==> src/rtl/tick_timer_pkg.sv <==
// tick_timer_pkg: shared state encoding and widths for tick_timer.
package tick_timer_pkg;
    typedef enum logic [1:0] {
        IDLE  = 2'b00,
        RUN   = 2'b01,
        PAUSE = 2'b10,
        DONE  = 2'b11
    } state_t;
    localparam int EXPIRE_CNT_W = 8;
endpackage

==> src/rtl/tick_timer.sv <==
// tick_timer: tick-driven countdown timer with one-shot/periodic modes and pause/resume.
// Optional saturating expiry counter output enabled by TICK_TIMER_EXPIRE_CNT_EN.
module tick_timer
    import tick_timer_pkg::*;
#(
    parameter int WIDTH = 16
) (
    input  logic                    clk,
    input  logic                    reset_n,
    input  logic                    tick,
    input  logic                    start,
    input  logic                    stop,
    input  logic                    clear,
    input  logic                    periodic,
    input  logic [WIDTH-1:0]        load_value,
    output logic [WIDTH-1:0]        count,
    output logic                    running,
    output logic                    expired,
`ifdef TICK_TIMER_EXPIRE_CNT_EN
    output logic [EXPIRE_CNT_W-1:0] expire_cnt,
`endif
    output state_t                  state
);
    state_t           state_n;
    logic [WIDTH-1:0] count_n, reload_q, reload_n;
    logic             periodic_q, periodic_n, expired_n;

    always_comb begin
        state_n    = state;
        count_n    = count;
        reload_n   = reload_q;
        periodic_n = periodic_q;
        expired_n  = 1'b0;
        if (clear) begin
            state_n = IDLE;
            count_n = '0;
        end else begin
            case (state)
                IDLE, DONE: begin
                    count_n = '0;
                    if (!stop && start) begin
                        reload_n   = load_value;
                        periodic_n = periodic;
                        count_n    = load_value;
                        // a zero load expires immediately without waiting for a tick
                        state_n    = (load_value == '0) ? DONE : RUN;
                        expired_n  = (load_value == '0);
                    end
                end
                RUN: begin
                    if (stop)
                        state_n = PAUSE;
                    else if (tick) begin
                        if (count > WIDTH'(1))
                            count_n = count - WIDTH'(1);
                        else begin
                            expired_n = 1'b1;
                            count_n   = periodic_q ? reload_q : '0;
                            state_n   = periodic_q ? RUN : DONE;
                        end
                    end
                end
                PAUSE: state_n = (!stop && start) ? RUN : PAUSE;
                default: begin
                    state_n = IDLE;
                    count_n = '0;
                end
            endcase
        end
    end

    always_ff @(posedge clk or negedge reset_n) begin
        if (!reset_n) begin
            state      <= IDLE;
            count      <= '0;
            reload_q   <= '0;
            periodic_q <= 1'b0;
            running    <= 1'b0;
            expired    <= 1'b0;
        end else begin
            state      <= state_n;
            count      <= count_n;
            reload_q   <= reload_n;
            periodic_q <= periodic_n;
            running    <= (state_n == RUN);
            expired    <= expired_n;
        end
    end

`ifdef TICK_TIMER_EXPIRE_CNT_EN
    always_ff @(posedge clk or negedge reset_n) begin
        if (!reset_n)
            expire_cnt <= '0;
        else if (clear)
            expire_cnt <= '0;
        else if (expired_n && expire_cnt != '1)
            expire_cnt <= expire_cnt + 1'b1;
    end
`endif
endmodule

==> config.mk <==
export PLATFORM = sky130hd
export DESIGN_NAME = tick_timer
export DESIGN_NICKNAME = d
export VERILOG_FILES = /design/src/rtl/tick_timer_pkg.sv /design/src/rtl/tick_timer.sv
export SDC_FILE = /design/constraint.sdc
export NUM_CORES = 1
export LEC_CHECK = 0
export ABC_AREA = 0
export CORE_MARGIN = 2
export CORE_UTILIZATION = 45
export CTS_BUF_LIST = sky130_fd_sc_hd__clkbuf_2 sky130_fd_sc_hd__clkbuf_4 sky130_fd_sc_hd__clkbuf_8
export DETAILED_ROUTE_END_ITERATION = 16
export GPL_TIMING_DRIVEN = 0
export PLACE_DENSITY = 0.75
export SLEW_MARGIN = 5
export SYNTH_ARGS = -nofsm -noshare
export SYNTH_HDL_FRONTEND = slang
export SYNTH_SLANG_ARGS = --single-unit
==> constraint.sdc <==
create_clock -name clk -period 3.4 [get_ports clk]
set_clock_uncertainty 0.1 [all_clocks]
set_input_delay 0.34 -clock clk [delete_from_list [all_inputs] [get_ports clk]]
set_output_delay 0.34 -clock clk [all_outputs]
set_load 0.01 [all_outputs]
; Word level (Yosys, flattened, before mapping)
; Index checks and enable logic that the tools add are counted.
[word_totals]
regBits = 37
out_inout_bits = 20
word_cells = 45
[classes]
bitwise = 1
n_addsub = 1
n_eq_ne = 6
reduce_logical = 8
mux = 22
magnitude_cmp = 1
[op_table]
columns = operator, n
row1 = $mux 16, 6
row2 = $pmux 16 s2, 1
row3 = $gt 16x1->1 const B, 1
row4 = $logic_not 16->1, 1
row5 = $mux 2, 8
row6 = $sub 16x1->16 const B, 1
row7 = $ne 3x3->1 const B, 2
row8 = $pmux 2 s3, 1
row9 = $reduce_and 3->1, 2
row10 = $mux 1, 5
row11 = $eq 2x1->1 const B, 2
row12 = $eq 2x2->1 const B, 2
row13 = $reduce_bool 3->1, 1
row14 = $logic_not 2->1, 1
row15 = $pmux 1 s2, 1
row16 = $reduce_or 2->1, 1
row17 = $logic_and 1x1->1, 1
row18 = $logic_not 1->1, 1
row19 = $not 1->1, 1

; Depth between registers and ports, before layout
; Gate-level depths: netlist of the first run.
[depth]
ltp_word = 7
depth_mapped = 9
mapped_depth_nobuf = 7

; Worst setup path after synthesis of the first run
; Ideal clock, no wire load.
[synth_path]
path_kind = register -> register
startpoint = register state[0]
endpoint = register count[11]
required_time_ps = 3223
arrival_ps = 2255
path_stages_with_launch = 10
setup_time_ps = 77
path_slack_ps = 968
path_buffers = 3
cell_sequence = dfrtp_1 inv_1 ha_1 clkbuf_1 nor4bb_1 buf_2 nor2b_1 clkbuf_1 a222oi_1 o21ai_1
[synth_between]
elab_chain_len = 4
[synth_rtl]
columns = element, line_no
row1 = from (decl), tick_timer.sv:22  ; output state_t state
row2 = from (signal assigned), tick_timer.sv:81  ; state <= state_n;
row3 = $eq 2x2->1 or $logic_not 2->1 (tied branches), tick_timer.sv:38  ; case (state)
row4 = $reduce_or 2->1, tick_timer.sv:38
row5 = $pmux 16 s2 or $reduce_bool 3->1 (tied branches), -
row6 = $mux 16 or $reduce_and 3->1 (tied branches), -
row7 = to (signal assigned), tick_timer.sv:82  ; count <= count_n;
row8 = to (decl), tick_timer.sv:16  ; output logic [WIDTH-1:0] count,
; Several ways; a longest one is shown, not always the timed one.
; A chain may end at the register's enable or synchronous reset.

; Final worst setup path of the first run
[layout_path]
startpoint = register state[1]
endpoint = register count[11]
; Same word-level chain as after synthesis.

==> out/qor.yml, run 1 <==
status:
  run_status: "complete, no violations"
floorplanning:
  dieArea_mm2: 0.005266
  dieWidth_um: 72.57
  start_util_pct: 47.61
  io_pins: 43
  chipHeight_um: 72.57
  rows: 24
  fp.coreArea_mm2: 0.004444
detailed_routing:
  wl_met1_um: 2481
  wl_met3_um: 337
  drc: 0
  antenna_left: 0
  drtIter0Drc: 170
  wl_per_cell_um: 17.14
  wl_met2_um: 2515
  maxUsedRoutingLayer: "met4"
  routed_wl_um: 5400
  via_per_inst: 5.962
  first_pass_iters: 4
  routed-via-count: 1878
layout:
  drive_above_1_share_pct: 12.17
  area_growth_pct: 29.39
  fin_cells: 315
  diodes: 0
  n_fill_cell: 390
  finish.utilization_pct: 61.60
  layout.nets: 291
clock_network:
  cts_tree: "done"
  clockBufferDepth: 2
  path_clk_slew_ns: 0.08
  clkSinkCount: 37
  cts_resized: 0
  h-tree-depth: 2
  clkLatencyLatePin_ns: 0.30
  cts_buffers: 5
  clock_tree.root_cell: "clkbuf_8"
setup_path:
  critPathKind: "flip-flop to flip-flop"
  endpoint: "count[11]"
  crit_required_ns: 3.52
  crit_fanout: 10
  rr_startpoint: "state[1]"
  reg2reg_depth: 8
  startpoint_type: "flip-flop"
  cp-startpoint: "state[1]"
  r2r_end: "count[11]"
  cp.arrival_ns: 3.11
  r2r_slack_ns: 0.41
  critPathCaptureType: "flip-flop"
synthesis:
  postSynth.asyncResetShare_pct: 100.0
  synth_ff_type: "dfrtp_1"
  avgSynthCellArea_um2: 9.980
  synth_common_cells: "37 x dfrtp_1, 18 x nor2_1, 17 x mux2_2"
  synth_cell_types: 43
  syn_inst: 212
  ys_seq_area_share_pct: 43.76
  synthesis.nets: 240
  synth_edf_count: 0
  ys_ff_latch: 37
  yosys.area.top_type_share_pct: 43.76
  synth.most_common_cell: "dfrtp_1"
  synth_top_cell_by_area: "dfrtp_1"
  synthTopCellsByArea: "dfrtp_1 44%, mux2_2 9.0%, a22oi_1 3.9%, nor2_1 3.2%, ha_1 3.0%"
  synth_warnings: 0
  synth.cell_area_mm2: 0.002116
sta:
  slew_viol_final: 0
  fin_crit_ns: 2.995
  setup_viol: 0
  fmax_mhz: 333.9
  rsz0062_at_grt: "false"
  period_share_pct: 88.08
  hold_viol_final: 0
  setup_slack_ns: 0.4053
  slew-limit-headroom_pct: 38.67
  tightest_slew_ns: 0.9129
  setup_tns_ns: 0
global_routing:
  antenna_found_initial: 0
  grt.overflow.total: 0
  grt_pass1_vias: 1806
  grt_max_degree: 20
  grt_pass1_wl_um: 9204
  track_usage_pct: 22.81
pwr:
  leakagePower_nw: 1.156
  power.internal_mw: 1.369
  seq_power_share_pct: 31.0
  power_frac_clock_pct: 16.0
  total_power_mw: 2.334
  swShare_pct: 41.36
  p_per_area_mw_per_mm2: 852.7
  p_switching_uw: 965.5
  peakVddDrop_mv: 0.3710
  pwr-share-comb_pct: 53.0
worst_hold_path:
  min_path_type: "flip-flop to flip-flop"
  min-delay-start: "reload_q[8]"
  hold_depth: 1
run:
  max_cap_violations: 0
placed_design:
  pre_cts_slack_ns: 0.3945
  hpwl_um: 3961
  gp_congestion: 0.8467
  io_buffers: 42
  dp.cells: 307
## logic make-up after synthesis
group	Yosys count	synth area share [%]
simple gates	71	18.10
flops	37	43.76
mux	18	9.580
fa+ha+maj	5	2.957
compound gates	54	18.04
buf+inv	16	3.016
xor+xnor	11	4.553
## timing repair
action,CTS,global route
hold endpoints to repair,18,0
hold buffers,1,0
buffers inserted,0,0
## layout make-up
cell class	instances	area, um2	share of cell area, %
Tap cell	52	65.06	2.377
Clock inverter	2	35.03	1.280
Buffer	9	37.54	1.371
Multi-Input combinational cell	159	1126	41.13
Inverter	7	26.28	0.9598
Sequential cell	37	925.9	33.82
Clock buffer	5	68.82	2.514
Timing Repair Buffer	44	452.9	16.54
## per-layer routing
metal,global-route usage [%],up-vias
li1,-,887
met1,32.53,925
met2,34.34,60
met3,4.972,6
met4,8.025,0
met5,0,-
## power groups by stage
| stage | clock network (mW) | registers, mW | logic (mW) |
|---|---|---|---|
| finish | 0.372 | 0.725 | 1.24 |
| global route | 0.396 | 0.748 | 1.40 |
| CTS | 0.375 | 0.725 | 1.24 |
| detailed placement | 0 | 0.734 | 1.22 |
| global placement | 0 | 0.731 | 1.21 |
| floorplan | 0 | 0.728 | 0.853 |
## metrics by stage
stage	hold WS, ns	cell area [um2]
2_1_floorplan	-0.05559	2116
3_3_place_gp	0.3650	2601
3_5_place_dp	0.2200	2624
4_1_cts	0.3779	2738
5_1_grt	0.4097	2738
6_report	0.3759	2738
## worst max-delay path, stage by stage, from the launching register on
cell      delay (ns)
dfrtp_1         0.45
ha_1            0.30
clkbuf_1        0.27
nor4bb_1        0.30
buf_2           0.29
nor2b_1         0.46
clkbuf_1        0.47
a222oi_1        0.16
o21ai_1         0.12
## registers in the layout, summed over array words and instances (netlist names)
register,flops
state,2
periodic_q,1
running,1
reload_q,16
count,16
expired,1
## worst min path at each step
stage               end  slack, ns
2_1_floorplan  count[0]      -0.06
3_3_place_gp   count[8]       0.36
3_5_place_dp    expired       0.22
4_1_cts        count[8]       0.38
5_1_grt        count[8]       0.41
6_report       count[8]       0.38
## cells in the final DEF (no fill, tap or decap), types with 2 or more instances in the layout
master / count
a21oi_1: 7
and2_1: 3
xnor2_1: 5
o31ai_1: 6
mux2_2: 17
a22o_1: 2
nand3b_1: 2
or3_1: 2
nor4_1: 7
clkbuf_8: 5
clkdlybuf4s50_1: 41
nand3_1: 3
inv_1: 7
a22oi_1: 11
nand2_1: 14
nor3_1: 8
ha_1: 5
o21ai_1: 8
o211ai_1: 2
a222oi_1: 3
xor2_1: 6
dfrtp_1: 37
a211oi_1: 3
nor2_1: 18
nor2b_1: 2
a221o_1: 2
or4_1: 3
o21ai_0: 5
clkbuf_1: 6
buf_2: 4
(Power assumes the default switching activity.)
==> inputs of run 2 (changes only) <==
Settings changed: PLACE_DENSITY 0.75 to 0.78.
Clock period 3.4 ns to 2.48 ns, I/O delays scaled along.
==> run 2 against run 1 <==
Compared with the run above: global-route usage is 0.73 points lower; sequential power up 38%; flip-flop and latch count did not move; combinational power up 43%.
==> out/qor.yml, run 2 (synthesized netlist as in run 1, its figures left out) <==
layout:
  top_regs: "count: 16 flops, reload_q: 16 flops, state: 2 flops"  # unchanged
  final_common_cell: "clkdlybuf4s50_1"  # unchanged
  diodes: 0  # unchanged
  layout_common_cells: "41 x clkdlybuf4s50_1, 36 x dfrtp_1, 18 x nor2_1, 17 x mux2_2, 14 x nand2_1"  # was 41 x clkdlybuf4s50_1, 37 x dfrtp_1, 18 x nor2_1, 17 x mux2_2, 14 x nand2_1
  n_fill_cell: 386  # was 390
  drive_above_1_share_pct: 16.48  # was 12.17%
  fin_cells: 313  # was 315
  layout.nets: 288  # was 291
  area_growth_pct: 29.45  # was 29.39%
detailed_routing:
  maxUsedRoutingLayer: "met4"  # unchanged
  antenna_left: 0  # unchanged
  via_per_inst: 6.080  # was 5.962
  first_pass_iters: 4  # unchanged
  wl_met1_um: 2583  # was 2481 um
  wl_met2_um: 2458  # was 2515 um
  routed-via-count: 1903  # was 1878
  drc: 0  # unchanged
  wl_met3_um: 310  # was 337 um
  drtIter0Drc: 107  # was 170
  wl_per_cell_um: 17.33  # was 17.14 um
  routed_wl_um: 5423  # was 5400 um
placed_design:
  io_buffers: 42  # unchanged
  dp.cells: 306  # was 307
  gp_congestion: 0.8022  # was 0.8467
  hpwl_um: 3924  # was 3961 um
clock_network:
  clockBufferDepth: 2  # unchanged
  clock_tree.root_cell: "clkbuf_8"  # unchanged
  clkLatencyLatePin_ns: 0.30  # about the same
  path_clk_slew_ns: 0.08  # about the same
  cts_buffers: 5  # unchanged
  cts_tree: "done"  # unchanged
  clkSinkCount: 37  # unchanged
  h-tree-depth: 2  # unchanged
pwr:
  power_frac_clock_pct: 13.4  # was 16.0%
  seq_power_share_pct: 31.4  # was 31.0%
  p_per_area_mw_per_mm2: 1167  # was 852.7 mW/mm2
  swShare_pct: 42.90  # was 41.36%
  leakagePower_nw: 1.150  # was 1.156 nW
  pwr-share-comb_pct: 55.3  # was 53.0%
  peakVddDrop_mv: 0.5471  # was 0.3710 mV
  p_switching_mw: 1.371  # was 965.5 uW
  total_power_mw: 3.196  # was 2.334 mW
  power.internal_mw: 1.825  # was 1.369 mW
setup_path:
  startpoint_type: "flip-flop"  # unchanged
  cp_slowest_cell: "or4b_4"  # was clkbuf_1
  crit_fanout: 7  # was 10
  slowest_delay_ns: 0.53  # was 0.47 ns
  crit_required_ns: 2.56  # was 3.52 ns
  critPathKind: "flip-flop to flip-flop"  # unchanged
  cp.arrival_ns: 2.45  # was 3.11 ns
  critPathCaptureType: "flip-flop"  # unchanged
  path_cells: "inv_1 -> ha_4 -> nor2_1 -> or4b_4 -> or2_0 -> clkbuf_2 -> o311ai_2 -> a211oi_1"  # was ha_1 -> clkbuf_1 -> nor4bb_1 -> buf_2 -> nor2b_1 -> clkbuf_1 -> a222oi_1 -> o21ai_1
global_routing:
  grt_pass1_vias: 1821  # was 1806
  antenna_found_initial: 0  # unchanged
  grt_pass1_wl_um: 8921  # was 9204 um
  grt.overflow.total: 0  # unchanged
  grt_max_degree: 38  # was 20
  track_usage_pct: 22.08  # was 22.81%
worst_hold_path:
  min_path_type: "flip-flop to flip-flop"  # unchanged
floorplanning:
  rows: 24  # unchanged
  dieWidth_um: 72.57  # unchanged
  fp.coreArea_mm2: 0.004444  # unchanged
  chipHeight_um: 72.57  # unchanged
  dieArea_mm2: 0.005266  # unchanged
  start_util_pct: 47.61  # unchanged
  io_pins: 43  # unchanged
sta:
  setup_viol: 0  # unchanged
  tightest_slew_ns: 0.8371  # was 0.9129 ns
  slew-limit-headroom_pct: 44.19  # was 38.67%
  fmax_mhz: 421.4  # was 333.9 MHz
  slew_viol_final: 0  # unchanged
  hold_viol_final: 0  # unchanged
  setup_tns_ns: 0  # unchanged
  fin_crit_ns: 2.373  # was 2.995 ns
  period_share_pct: 95.69  # was 88.08%
  rsz0062_at_grt: "true"  # was false
run:
  max_cap_violations: 0  # unchanged
status:
  run_status: "complete, no violations"  # unchanged
[run 2: cell types whose count changed in the layout (fill, tap and decap cells not counted), moves of 2 or more]
cell,change
clkbuf_1,-5
clkbuf_2,+2
clkbuf_4,+2
ha_1,-2
nor4_1,-2
nor4_2,+2
[run 2: worst paths after layout]
path,endpoint,slack (ns),from,depth (start not counted)
min in group asynchronous,running,0.48,reset_n,2
setup / recovery,running,0.11,count[0],8
hold reg to reg,count[8],0.39,reload_q[8],1
hold / removal,count[8],0.39,reload_q[8],1
max in group asynchronous,count[0],1.22,reset_n,2
setup reg to reg,running,0.11,count[0],8
[run 2: layout make-up]
class                      count  area [um2]  share of cell area, %
multi-input combinational    159        1170                  42.71
sequential                    37       927.1                  33.85
timing repair buffer          43       425.4                  15.53
clock buffer                   6       76.32                  2.787
tap                           52       65.06                  2.376
buffer                         7       38.79                  1.416
inverter                       7       26.28                 0.9593
clock inverter                 2       10.01                 0.3655
[run 2: metal layers]
metal  track usage, %  vias up
met5                0        -
met4            8.230        0
met3            4.420       12
met2            34.24       63
met1            30.67      936
li1                 -      892
[run 2: through the flow]
step	hold WS, ns	instance area (um2)	worst slack, ns	util [%]
after floorplan	-0.1476	2116	0.04800	-
after detailed placement	0.2937	2596	-0.4581	58.42
after global placement	0.3614	2601	-0.3558	58.53
final	0.3902	2739	0.1068	61.63
after global routing	0.4206	2739	-0.005837	61.63
after CTS	0.3862	2711	0.02777	61.01
[run 2: what timing repair did]
action,4_1_cts,5_1_grt
hold buffers,1,0
pin swaps,0,0
setup buffers,0,0
endpoints found under the setup margin,25,24
endpoints found under the hold margin,37,0
gates resized for setup,6,13
[run 2: worst max-delay path: cells and delay by family (launching register included)]
family	cells	cell delay [ns]
AOI/OAI and AO/OA	2	0.39
adders and majority gates	1	0.17
buffers and inverters	2	0.29
DFF	1	0.46
and+or+nand+nor	3	0.84
[run 2: power by group through the flow]
stage               combinational, mW  clock, mW  sequential (mW)
finish                           1.77      0.427             1.00
global placement                 1.64          0             1.00
global route                     1.95      0.459             1.03
detailed placement               1.68          0             1.01
floorplan                        1.17          0            0.997
CTS                              1.70      0.425            0.998
==> inputs of run 3 (changes only) <==
Settings changed: CTS_BUF_LIST sky130_fd_sc_hd__clkbuf_2 sky130_fd_sc_hd__clkbuf_4 sky130_fd_sc_hd__clkbuf_8 to not set, PLACE_DENSITY 0.78 to 0.75.
Clock period 2.48 ns to 3.05 ns, I/O delays scaled along.
==> run 3 against run 2 <==
Compared with the run above: die area unchanged; flip-flop and latch count stayed put; global-route usage grew 0.73 points; power down 18%; clock power fell by 3%; register-to-register slack better by 0.27 ns; highest routed layer unchanged; utilization is 0.17 points higher; final cell count rose by 0.64%; critical path type unchanged; maximum frequency decreased by 11%; sequential share of layout area shrank 0.14 points; critical endpoint is now count[11].
==> out/qor.yml, run 3 (synthesized netlist as in run 1, its figures left out) <==
status:
  run_status: "complete, no violations"  # unchanged
clock_network:
  clkLatencyLatePin_ns: 0.30  # about the same
  cts_buffers: 5  # unchanged
  cts_tree: "done"  # unchanged
  h-tree-depth: 2  # unchanged
  post_cts_buffers: 0  # unchanged
  clkSinkCount: 37  # unchanged
  clock_tree.root_cell: "clkbuf_8"  # unchanged
  clockBufferDepth: 2  # unchanged
  path_clk_slew_ns: 0.08  # about the same
setup_path:
  cp.arrival_ns: 2.79  # was 2.45 ns
  critPathCaptureType: "flip-flop"  # unchanged
  crit_required_ns: 3.17  # was 2.56 ns
  startpoint_type: "flip-flop"  # unchanged
  crit_fanout: 10  # was 7
  reg2reg_depth: 8  # unchanged
  critPathKind: "flip-flop to flip-flop"  # unchanged
  r2r_end: "count[11]"  # was running
  r2r_slack_ns: 0.38  # was 0.11 ns
  rr_startpoint: "state[1]"  # was count[0]
global_routing:
  grt_pass1_wl_um: 9204  # was 8921 um
  grt.overflow.total: 0  # unchanged
  grt_max_degree: 20  # was 38
  track_usage_pct: 22.81  # was 22.08%
  antenna_found_initial: 0  # unchanged
  grt_pass1_vias: 1806  # was 1821
detailed_routing:
  first_pass_iters: 4  # unchanged
  drtIter0Drc: 201  # was 107
  antenna_left: 0  # unchanged
  routed_wl_um: 5435  # was 5423 um
  wl_per_cell_um: 17.25  # was 17.33 um
  via_per_inst: 5.898  # was 6.080
  drc: 0  # unchanged
  routed-via-count: 1858  # was 1903
layout:
  final_common_cell: "clkdlybuf4s50_1"  # unchanged
  area_growth_pct: 29.80  # was 29.45%
  top_regs: "count: 16 flops, reload_q: 16 flops, state: 2 flops"  # unchanged
  n_fill_cell: 391  # was 386
  diodes: 0  # unchanged
  layout.nets: 291  # was 288
  layout_common_cells: "41 x clkdlybuf4s50_1, 37 x dfrtp_1, 18 x nor2_1, 17 x mux2_2, 14 x nand2_1"  # was 41 x clkdlybuf4s50_1, 36 x dfrtp_1, 18 x nor2_1, 17 x mux2_2, 14 x nand2_1
  final_cell_area_mm2: 0.002746  # was 0.002739 mm2
  drive_above_1_share_pct: 13.31  # was 16.48%
sta:
  hold_viol_final: 0  # unchanged
  slew_viol_final: 0  # unchanged
  setup_tns_ns: 0  # unchanged
  rsz0062_at_grt: "false"  # was true
  fin_crit_ns: 2.671  # was 2.373 ns
  fmax_mhz: 374.5  # was 421.4 MHz
  tightest_slew_ns: 0.6926  # was 0.8371 ns
  setup_viol: 0  # unchanged
  period_share_pct: 87.56  # was 95.69%
  slew-limit-headroom_pct: 53.40  # was 44.19%
floorplanning:
  io_pins: 43  # unchanged
  dieWidth_um: 72.57  # unchanged
  start_util_pct: 47.61  # unchanged
  dieArea_mm2: 0.005266  # unchanged
  rows: 24  # unchanged
  fp.coreArea_mm2: 0.004444  # unchanged
  chipHeight_um: 72.57  # unchanged
pwr:
  leakagePower_nw: 1.162  # was 1.150 nW
  pwr-share-comb_pct: 53.1  # was 55.3%
  swShare_pct: 41.44  # was 42.90%
  power.internal_mw: 1.528  # was 1.825 mW
  p_per_area_mw_per_mm2: 950.0  # was 1167 mW/mm2
  seq_power_share_pct: 31.0  # was 31.4%
  peakVddDrop_mv: 0.4144  # was 0.5471 mV
  power_frac_clock_pct: 15.9  # was 13.4%
  p_switching_mw: 1.081  # was 1.371 mW
  total_power_mw: 2.609  # was 3.196 mW
placed_design:
  gp_congestion: 0.8467  # was 0.8022
  placed_cell_area_mm2: 0.002624  # was 0.002596 mm2
  hpwl_um: 3961  # was 3924 um
  io_buffers: 42  # unchanged
worst_hold_path:
  hold_depth: 1  # unchanged
  worstHoldEndpoint: "count[8]"  # unchanged
  min_path_type: "flip-flop to flip-flop"  # unchanged
  min-delay-start: "reload_q[8]"  # unchanged
run:
  max_cap_violations: 0  # unchanged
==> run 3: cell count changes in the layout (fill, tap and decap cells not counted), sizes merged <==
cell    change
buf         +1
bufinv      +1
clkbuf      +1
clkinv      -1
==> run 3: power by group through the flow <==
| stage | logic, mW | clock network, mW | registers (mW) |
|---|---|---|---|
| 5_1_grt | 1.56 | 0.441 | 0.834 |
| 3_5_place_dp | 1.36 | 0 | 0.818 |
| 6_report | 1.39 | 0.415 | 0.808 |
| 4_1_cts | 1.38 | 0.419 | 0.808 |
| 2_1_floorplan | 0.951 | 0 | 0.811 |
| 3_3_place_gp | 1.34 | 0 | 0.815 |
==> run 3: critical path, stage by stage (launching register included) <==
cell,delay [ns]
dfrtp_1,0.44
ha_1,0.30
clkbuf_1,0.27
nor4bb_1,0.30
buf_2,0.29
nor2b_2,0.35
clkbuf_2,0.32
a222oi_1,0.13
o21ai_1,0.10
==> run 3: timing repair <==
action / 4_1_cts / 5_1_grt
endpoints found under the setup margin: 0 / 10
hold endpoints to repair: 18 / 0
hold buffers: 1 / 0
gates resized for setup: 0 / 4
==> run 3: metrics by stage <==
stage | setup WS [ns] | std cells | util, % | hold WS, ns
6_report | 0.3795 | 315 | 61.80 | 0.3750
5_1_grt | 0.1334 | 315 | 61.80 | 0.4097
4_1_cts | 0.03077 | 315 | 61.60 | 0.3779
3_5_place_dp | 0.04445 | 307 | 59.04 | 0.1850
3_3_place_gp | 0.1650 | 306 | 58.53 | 0.3650
2_1_floorplan | 0.6180 | 212 | - | -0.09059
==> run 3: worst max-delay path by stage <==
stage | from | endpoint | slack (ns)
after floorplan | state[0] | count[11] | 0.62
after global placement | state[1] | count[11] | 0.17
after detailed placement | state[1] | count[11] | 0.04
after CTS | state[1] | count[11] | 0.03
after global routing | state[0] | count[4] | 0.13
final | state[1] | count[11] | 0.38
==> run 3: cell type report <==
type                    instances  area (um2)  area share (%)
well taps                      52       65.06           2.369
repair buffers                 44       452.9           16.49
multi-input cells             159        1134           41.28
inverters                       7       26.28          0.9567
plain buffers                   9       38.79           1.412
clock inverters                 2       35.03           1.276
flip-flops and latches         37       925.9           33.71
clock buffers                   5       68.82           2.506
==> run 3: layer usage <==
metal  vias to the layer above  global-route usage [%]  share of wire [%]
met3                         6                   4.972                5.7
met4                         0                   8.025                1.2
li1                        889                       -                  -
met1                       914                   32.53                 46
met2                        49                   34.34                 47
met5                         -                       0                  0
